### config.mk
export PLATFORM = sky130hd
export DESIGN_NAME = seq_counter_flat
export DESIGN_NICKNAME = d
export VERILOG_FILES = /design/src/rtl/seq_counter_if.sv /design/src/rtl/seq_counter.sv /design/src/flat_wrapper.sv
export SDC_FILE = /design/constraint.sdc
export NUM_CORES = 1
export LEC_CHECK = 0
export ABC_AREA = 0
export BUFFER_PORTS_ARGS = -buffer_cell sky130_fd_sc_hd__buf_2
export CORE_MARGIN = 4
export CORE_UTILIZATION = 52
export DETAILED_ROUTE_END_ITERATION = 16
export GPL_TIMING_DRIVEN = 0
export PLACE_DENSITY = 0.75
export SETUP_SLACK_MARGIN = 0.02
export SLEW_MARGIN = 25
export SYNTH_ARGS = -nofsm -noshare
export SYNTH_HDL_FRONTEND = slang
export SYNTH_SLANG_ARGS = --single-unit
### constraint.sdc
create_clock -name clk_i -period 2.12 [get_ports clk_i]
set_input_delay 0.212 -clock clk_i [delete_from_list [all_inputs] [get_ports clk_i]]
set_output_delay 0.212 -clock clk_i [all_outputs]
set_load 0.1 [all_outputs]
### src/rtl/seq_counter_if.sv
// seq_counter_if: control, status and count signals of seq_counter
interface seq_counter_if #(parameter int Width = 4);
  logic start_i, stop_i, ena_i, up_i, oneshot_i;
  logic [Width-1:0] max_i, cnt_o;
  logic tick_o, busy_o, done_o;
  modport master(
    output start_i, stop_i, ena_i, up_i, oneshot_i, max_i,
    input cnt_o, tick_o, busy_o, done_o
  );
  modport slave(
    input start_i, stop_i, ena_i, up_i, oneshot_i, max_i,
    output cnt_o, tick_o, busy_o, done_o
  );
endinterface

### src/rtl/seq_counter.sv
// seq_counter: start/stop sequencer counting up or down modulo a per-run latched N, one-shot or wrapping
module seq_counter #(parameter int Width = 4) (
  input logic clk_i,
  input logic rst_i,
  seq_counter_if.slave bus
);
  typedef enum logic {IDLE, RUN} state_t;
  localparam logic [Width-1:0] One = 1;
  state_t r_state;
  logic [Width-1:0] r_cnt, r_max;
  logic r_up, r_os, r_done;
  logic [Width-1:0] w_last, w_term, w_first;
  logic w_hit;
  // M=0 gives w_last = all ones, so the full 2^Width range needs no special case
  always_comb begin
    w_last = r_max - One;
    w_term = r_up ? w_last : '0;
    w_first = r_up ? '0 : w_last;
    w_hit = r_cnt == w_term;
  end
  assign bus.cnt_o = r_cnt;
  assign bus.tick_o = (r_state == RUN) & bus.ena_i & w_hit;
  assign bus.busy_o = r_state == RUN;
  assign bus.done_o = r_done;
  always_ff @(posedge clk_i) begin
    if (rst_i) begin
      r_state <= IDLE;
      r_cnt <= '0;
      r_max <= '0;
      r_up <= 1'b0;
      r_os <= 1'b0;
      r_done <= 1'b0;
    end else begin
      r_done <= 1'b0;
      if (bus.stop_i) begin
        r_state <= IDLE;
        r_cnt <= '0;
      end else if (r_state == IDLE) begin
        if (bus.start_i) begin
          r_state <= RUN;
          r_max <= bus.max_i;
          r_up <= bus.up_i;
          r_os <= bus.oneshot_i;
          r_cnt <= bus.up_i ? '0 : bus.max_i - One;
        end
      end else if (bus.ena_i) begin
        if (!w_hit) begin
          r_cnt <= r_up ? r_cnt + One : r_cnt - One;
        end else if (!r_os) begin
          r_cnt <= w_first;
        end else begin
          r_cnt <= '0;
          r_state <= IDLE;
          r_done <= 1'b1;
        end
      end
    end
  end
endmodule

### src/flat_wrapper.sv
// flat-port wrapper written by rule: the top's interface ports become plain ports
module seq_counter_flat 
#(parameter int Width = 4)
  (clk_i, rst_i, bus_start_i, bus_stop_i, bus_ena_i, bus_up_i, bus_oneshot_i, bus_max_i, bus_cnt_o, bus_tick_o, bus_busy_o, bus_done_o);
  seq_counter_if #(.Width(Width)) bus_i ();
  input logic clk_i;
  input logic rst_i;
  input wire logic [$bits(bus_i.start_i)-1:0] bus_start_i;
  input wire logic [$bits(bus_i.stop_i)-1:0] bus_stop_i;
  input wire logic [$bits(bus_i.ena_i)-1:0] bus_ena_i;
  input wire logic [$bits(bus_i.up_i)-1:0] bus_up_i;
  input wire logic [$bits(bus_i.oneshot_i)-1:0] bus_oneshot_i;
  input wire logic [$bits(bus_i.max_i)-1:0] bus_max_i;
  output wire logic [$bits(bus_i.cnt_o)-1:0] bus_cnt_o;
  output wire logic [$bits(bus_i.tick_o)-1:0] bus_tick_o;
  output wire logic [$bits(bus_i.busy_o)-1:0] bus_busy_o;
  output wire logic [$bits(bus_i.done_o)-1:0] bus_done_o;
  assign bus_i.start_i = bus_start_i;
  assign bus_i.stop_i = bus_stop_i;
  assign bus_i.ena_i = bus_ena_i;
  assign bus_i.up_i = bus_up_i;
  assign bus_i.oneshot_i = bus_oneshot_i;
  assign bus_i.max_i = bus_max_i;
  assign bus_cnt_o = bus_i.cnt_o;
  assign bus_tick_o = bus_i.tick_o;
  assign bus_busy_o = bus_i.busy_o;
  assign bus_done_o = bus_i.done_o;
  seq_counter #(.Width(Width)) u_core (.clk_i(clk_i), .rst_i(rst_i), .bus(bus_i));
endmodule
==> results.json, run 1 <==
{
  "stdcell_area_um2": 1080,
  "tightest_slew_ns": 0.572,
  "grt_max_degree": 11,
  "grt_pass1_wl_mm": 3.06,
  "power.density_nw_per_um2": 584,
  "synthMuxAreaShare_pct": 9.80,
  "worstSetupPathType": "register to output port",
  "post-synth-top-area-cell": "dfxtp_1",
  "clock_sinks": 12,
  "yosysTopAreaCellShare_pct": 29.4,
  "tritoncts": "built",
  "ys.flop_type": "dfxtp_1",
  "worst-path-stages": 8,
  "dp.cells": 125,
  "leakage_uw": 0.000484,
  "drv_slew": 0,
  "yosysMostFrequentCell": "dfxtp_1",
  "crit_family": "compound AO/OA/AOI/OAI gates",
  "postRouteAntennaNets": 0,
  "ys_warn_count": 0,
  "setup_viol": 1,
  "cp_max_fo": 2,
  "finalHoldViolCount": 0,
  "avgSynthCellArea_um2": 8.79,
  "synth-simple-area-share_pct": 17.6,
  "synth_fa_ha_area_share_pct": 8.58,
  "end_kind": "output port",
  "fp.coreArea_um2": 1490,
  "synth_seq_cells": 12,
  "syn_nets": 109,
  "crit_buf_inv": 2,
  "clock_skew_ns": 0.0110,
  "cts_made_buffers": 3,
  "yosys.area_share.xor_xnor_pct": 9.65,
  "fin_util_pct": 72.7,
  "hold_buffers": 0,
  "antennaDiodeCount": 0,
  "whs_ns": 0.141,
  "cap_violations": 0,
  "ff2ff_setup_slack_ns": 0.21,
  "vdd_drop_max_uv": 415,
  "final_cells": 138,
  "dpl.hpwl_mm": 1.38,
  "r2r_start": "u_core.r_up$_SDFFE_PP0P_",
  "critical_path_arrival_ns": 1.92,
  "synth_compound_area_share_pct": 20.2,
  "power.total_uw": 633,
  "drcViolationCount": 0,
  "drtPass1Iterations": 4,
  "hold_depth": 2,
  "period_share_pct": 100,
  "via_per_inst": 5.87,
  "dieWidth_um": 47.6,
  "grt_use_total_pct": 19.2,
  "grt_setup_unrepaired": "true",
  "async_reset_ff_share_pct": 0,
  "slew_headroom_pct": 60.8,
  "nets": 139,
  "io_pins": 18,
  "synth.top_cells.by_area": "dfxtp_1, mux2i_1, ha_1, xor2_1, xnor2_1",
  "die_area_um2": 2270,
  "first_global_vias": 711,
  "clk_pin_slew_worst_paths_ns": 0.08,
  "gr-total-overflow": 0,
  "outcome": "finished, violations left",
  "synthCells": 93,
  "crit_chain": "inv_2, ha_4, xor2_2, a31oi_2, a21oi_2, o311a_4, and2_4, buf_12",
  "min_path_type": "input port to register",
  "via_count": 810,
  "layout-drive-gt1-share_pct": 41.0,
  "r2r_end": "u_core.bus.cnt_o[3]$_SDFFE_PP0P_",
  "fin_ws_ns": -0.00903,
  "yosysSeqAreaShare_pct": 29.4,
  "cts_max_level": 1,
  "rows": 14,
  "failed_checks": "negative setup slack",
  "min_to": "u_core.r_max[1]$_SDFFE_PP0P_",
  "synth.top_cells.by_count": "dfxtp_1, nand2_1, mux2i_1, nor2_1, inv_1",
  "fin_crit_ns": 2.13,
  "portBuffers": 16,
  "synth_top_family_by_area": "compound AO/OA/AOI/OAI gates",
  "drtIter0Drc": 19,
  "min_from": "rst_i",
  "max_freq_ghz": 0.470,
  "wl_per_cell_um": 14.6,
  "clock-root-buffer": "clkbuf_4",
  "initial_utilization_pct": 54.9,
  "cp-start-kind": "register",
  "critPathRequiredTime_ns": 1.91,
  "wl_mm": 2.02,
  "reg2reg_depth": 7,
  "dieHeight_um": 47.6,
  "worst_path_largest_cell_delay_ns": 0.36,
  "slowest_stage": "dfxtp_4",
  "place_congestion": 0.844,
  "synth_area_um2": 817,
  "clockBufferDepth": 2,
  "syn_to_final_growth_pct": 32.5,
  "synth_edf_count": 0,
  "grt_antenna_before_repair": 0,
  "postPlaceCellArea_um2": 926,
  "fillerInstances": 117,
  "synth_cell_types": 34,
  "insertion_delay_ns": 0.28
}
repair_timing:
| item | CTS | global route |
|---|---|---|
| pin swaps | 2 | 3 |
| gates resized for setup | 10 | 5 |
| buffers inserted | 5 | 4 |
| setup endpoints to repair | 1 | 1 |
how the worst max path moves through the flow:
stage / startpoint / endpoint
floorplan: u_core.bus.cnt_o[1]$_SDFFE_PP0P_ / bus_tick_o
global placement: u_core.r_max[0]$_SDFFE_PP0P_ / bus_tick_o
detailed placement: u_core.r_max[0]$_SDFFE_PP0P_ / bus_tick_o
CTS: u_core.r_max[1]$_SDFFE_PP0P_ / bus_tick_o
global route: u_core.r_max[0]$_SDFFE_PP0P_ / bus_tick_o
finish: u_core.r_max[0]$_SDFFE_PP0P_ / bus_tick_o
per-layer routing:
layer / share of wire [%] / track usage (%) / vias to the layer above
met4: 1.1 / 7.53 / 0
li1: - / - / 391
met1: 42 / 25.2 / 376
met2: 50 / 30.2 / 38
met3: 6.8 / 4.89 / 5
met5: 0 / 0 / -
layout by cell type, fill, tap and decap left out, drive strengths merged, types with 2 or more instances in the layout:
| cell type | count |
|---|---|
| a21oi | 2 |
| a31oi | 2 |
| buf | 27 |
| clkbuf | 4 |
| dfxtp | 12 |
| ha | 4 |
| inv | 7 |
| mux2i | 8 |
| nand2 | 9 |
| nand2b | 2 |
| nor2 | 9 |
| nor3 | 5 |
| o21ai | 3 |
| o221ai | 2 |
| o41ai | 3 |
| xnor2 | 4 |
| xor2 | 5 |
metrics by stage:
step | TNS (ns) | setup WS, ns
floorplan | 0 | 0.0231
global placement | -0.132 | -0.132
detailed placement | -0.167 | -0.167
CTS | 0 | 0.0258
global route | -0.0490 | -0.0490
finish | -0.00903 | -0.00903
area by class of cell:
class	count	area, um2	area share (%)
multi-input cells	72	581	53.6
flip-flops and latches	12	254	23.5
repair buffers	25	163	15.0
clock buffers	4	26.3	2.43
inverters	7	26.3	2.43
well taps	16	20.0	1.85
plain buffers	2	12.5	1.16
sequential cells by signal, indices dropped and copies added (netlist names):
signal,flops
u_core.bus.busy_o,1
u_core.bus.done_o,1
u_core.r_os,1
u_core.r_max,4
u_core.bus.cnt_o,4
u_core.r_up,1
power breakdown:
part / leakage (uW) / switching, uW / total [uW] / internal (uW)
Sequential: 0.000102 / 15.1 / 250 / 235
Combinational: 0.000367 / 128 / 230 / 101
Clock: 0.0000150 / 79.9 / 153 / 73.0
Total: 0.000484 / 223 / 633 / 409
kinds of logic after synthesis:
| logic type | after synthesis |
|---|---|
| adder cells (fa/ha/maj) | 5 |
| XOR/XNOR | 9 |
| AO/OA/AOI/OAI | 20 |
| flip-flops | 12 |
| AND/OR/NAND/NOR | 30 |
| multiplexers | 8 |
| buffers and inverters | 9 |
No activity file was read; power rests on OpenSTA's default activity.
==> run 2: changes to the inputs <==
- MAX_ROUTING_LAYER: unset -> met4
==> results.json, run 2 (synthesis gave the netlist of run 1 again) <==
{
  "whs_ns": 0.141,
  "r2r_end": "u_core.bus.cnt_o[3]$_SDFFE_PP0P_",
  "grt_setup_unrepaired": "true",
  "fin_crit_ns": 2.13,
  "finalHoldViolCount": 0,
  "ff2ff_setup_slack_ns": 0.22,
  "cp_max_fo": 2,
  "cts_made_buffers": 3,
  "io_pins": 18,
  "layout-drive-gt1-share_pct": 41.0,
  "portBuffers": 16,
  "power_frac_seq_pct": 39.5,
  "postRouteAntennaNets": 0,
  "p_clk_share_pct": 24.3,
  "insertion_delay_ns": 0.28,
  "dieWidth_um": 47.6,
  "grt_pass1_wl_mm": 3.08,
  "seqCellArea_um2": 254,
  "r2r_start": "u_core.r_up$_SDFFE_PP0P_",
  "tightest_slew_ns": 0.585,
  "antennaDiodeCount": 0,
  "cts_max_level": 1,
  "outcome": "finished, violations left",
  "p_int_uw": 409,
  "critical_path_arrival_ns": 1.91,
  "cp-start-kind": "register",
  "swShare_pct": 35.4,
  "cp-endpoint": "bus_tick_o",
  "setup_viol": 1,
  "dpl.hpwl_mm": 1.38,
  "drcViolationCount": 0,
  "clockBufferDepth": 2,
  "via_per_inst": 5.93,
  "switchingPower_uw": 224,
  "dieHeight_um": 47.6,
  "nets": 139,
  "stdcell_area_um2": 1080,
  "drv_slew": 0,
  "clock_skew_ns": 0.0107,
  "clock_sinks": 12,
  "die_area_um2": 2270,
  "reg2reg_depth": 7,
  "multi_input_area_um2": 581,
  "via_count": 818,
  "grt_antenna_before_repair": 0,
  "end_kind": "output port",
  "drtIter0Drc": 22,
  "grt_max_degree": 11,
  "power.density_nw_per_um2": 585,
  "syn_to_final_growth_pct": 32.5,
  "fin_ws_ns": -0.00527,
  "final_common_cell": "buf_2",
  "period_share_pct": 100,
  "critPathRequiredTime_ns": 1.91,
  "vdd_drop_max_uv": 415,
  "initial_utilization_pct": 54.9,
  "drtPass1Iterations": 6,
  "wl_per_cell_um": 14.7,
  "rows": 14,
  "worstSetupStartpoint": "u_core.r_max[0]$_SDFFE_PP0P_",
  "clk_pin_slew_worst_paths_ns": 0.08,
  "final_cell_mix": "buf_2, buf_4, nand2_1, mux2i_1, nor2_1",
  "fp.coreArea_um2": 1490,
  "clock-root-buffer": "clkbuf_4",
  "postPlaceCellArea_um2": 926,
  "cap_violations": 0,
  "leakage_uw": 0.000484,
  "max_freq_ghz": 0.471,
  "wl_mm": 2.03,
  "tritoncts": "built",
  "pwr-share-comb_pct": 36.3,
  "first_global_vias": 708,
  "fillerInstances": 117,
  "gr-total-overflow": 0,
  "min_path_type": "input port to register",
  "slew_headroom_pct": 59.9,
  "grt_use_total_pct": 19.9,
  "place_congestion": 0.858,
  "failed_checks": "negative setup slack",
  "fin_tns_setup_ns": -0.00527,
  "worstSetupPathType": "register to output port"
}
## run 2: cell counts in the layout (fill, tap and decap cells not counted)
Identical to the previous run, type by type.
## run 2: how the worst min path moves through the flow
stage                             from                           end  depth (start not counted)
after floorplan           bus_max_i[0]  u_core.r_max[0]$_SDFFE_PP0P_                          2
after CTS                        rst_i  u_core.r_max[1]$_SDFFE_PP0P_                          2
after global routing             rst_i  u_core.r_max[0]$_SDFFE_PP0P_                          2
after global placement           rst_i      u_core.r_up$_SDFFE_PP0P_                          2
after detailed placement         rst_i  u_core.r_max[3]$_SDFFE_PP0P_                          2
final                            rst_i  u_core.r_max[1]$_SDFFE_PP0P_                          2
## run 2: final cells by class
class,count,share of cell area [%]
buffer,2,1.16
clock buffer,4,2.43
inverter,7,2.43
multi-input combinational,72,53.6
sequential,12,23.5
tap,16,1.85
timing repair buffer,25,15.0
## run 2: power groups by stage
stage | sequential, uW | clock, uW | combinational (uW)
finish | 250 | 154 | 230
global route | 251 | 163 | 246
CTS | 248 | 152 | 200
detailed placement | 255 | 0 | 175
global placement | 255 | 0 | 171
floorplan | 284 | 0 | 105
## run 2: metrics by stage
step / utilization, % / setup slack, ns / power, uW / cells
6_report: 72.7 / -0.00527 / 634 / 138
3_5_place_dp: 62.2 / -0.167 / 430 / 125
2_1_floorplan: - / 0.0231 / 389 / 93
4_1_cts: 68.7 / 0.0258 / 600 / 134
3_3_place_gp: 62.2 / -0.132 / 426 / 125
5_1_grt: 72.7 / -0.0490 / 661 / 138
## run 2: critical path, cell delays in order, from the launching register on
cell     delay (ns)
dfxtp_4        0.36
inv_2          0.04
ha_4           0.27
xor2_2         0.15
a31oi_2        0.13
a21oi_2        0.18
o311a_4        0.20
and2_4         0.14
buf_12         0.16
## run 2: timing repair
item                       4_1_cts  5_1_grt
buffers inserted                 5        4
cloned                           0        0
hold buffers                     0        0
setup endpoints to repair        1        1
pin swaps                        2        3
resized for setup               10        5
## run 2: layer usage
metal	track usage, %	part of all wire, %	routed length [um]	up-vias
met5	-	0	0	-
met4	7.53	1.5	31	0
met3	4.89	7.5	152	6
met2	30.2	49	988	40
met1	25.5	42	857	380
li1	-	-	-	392
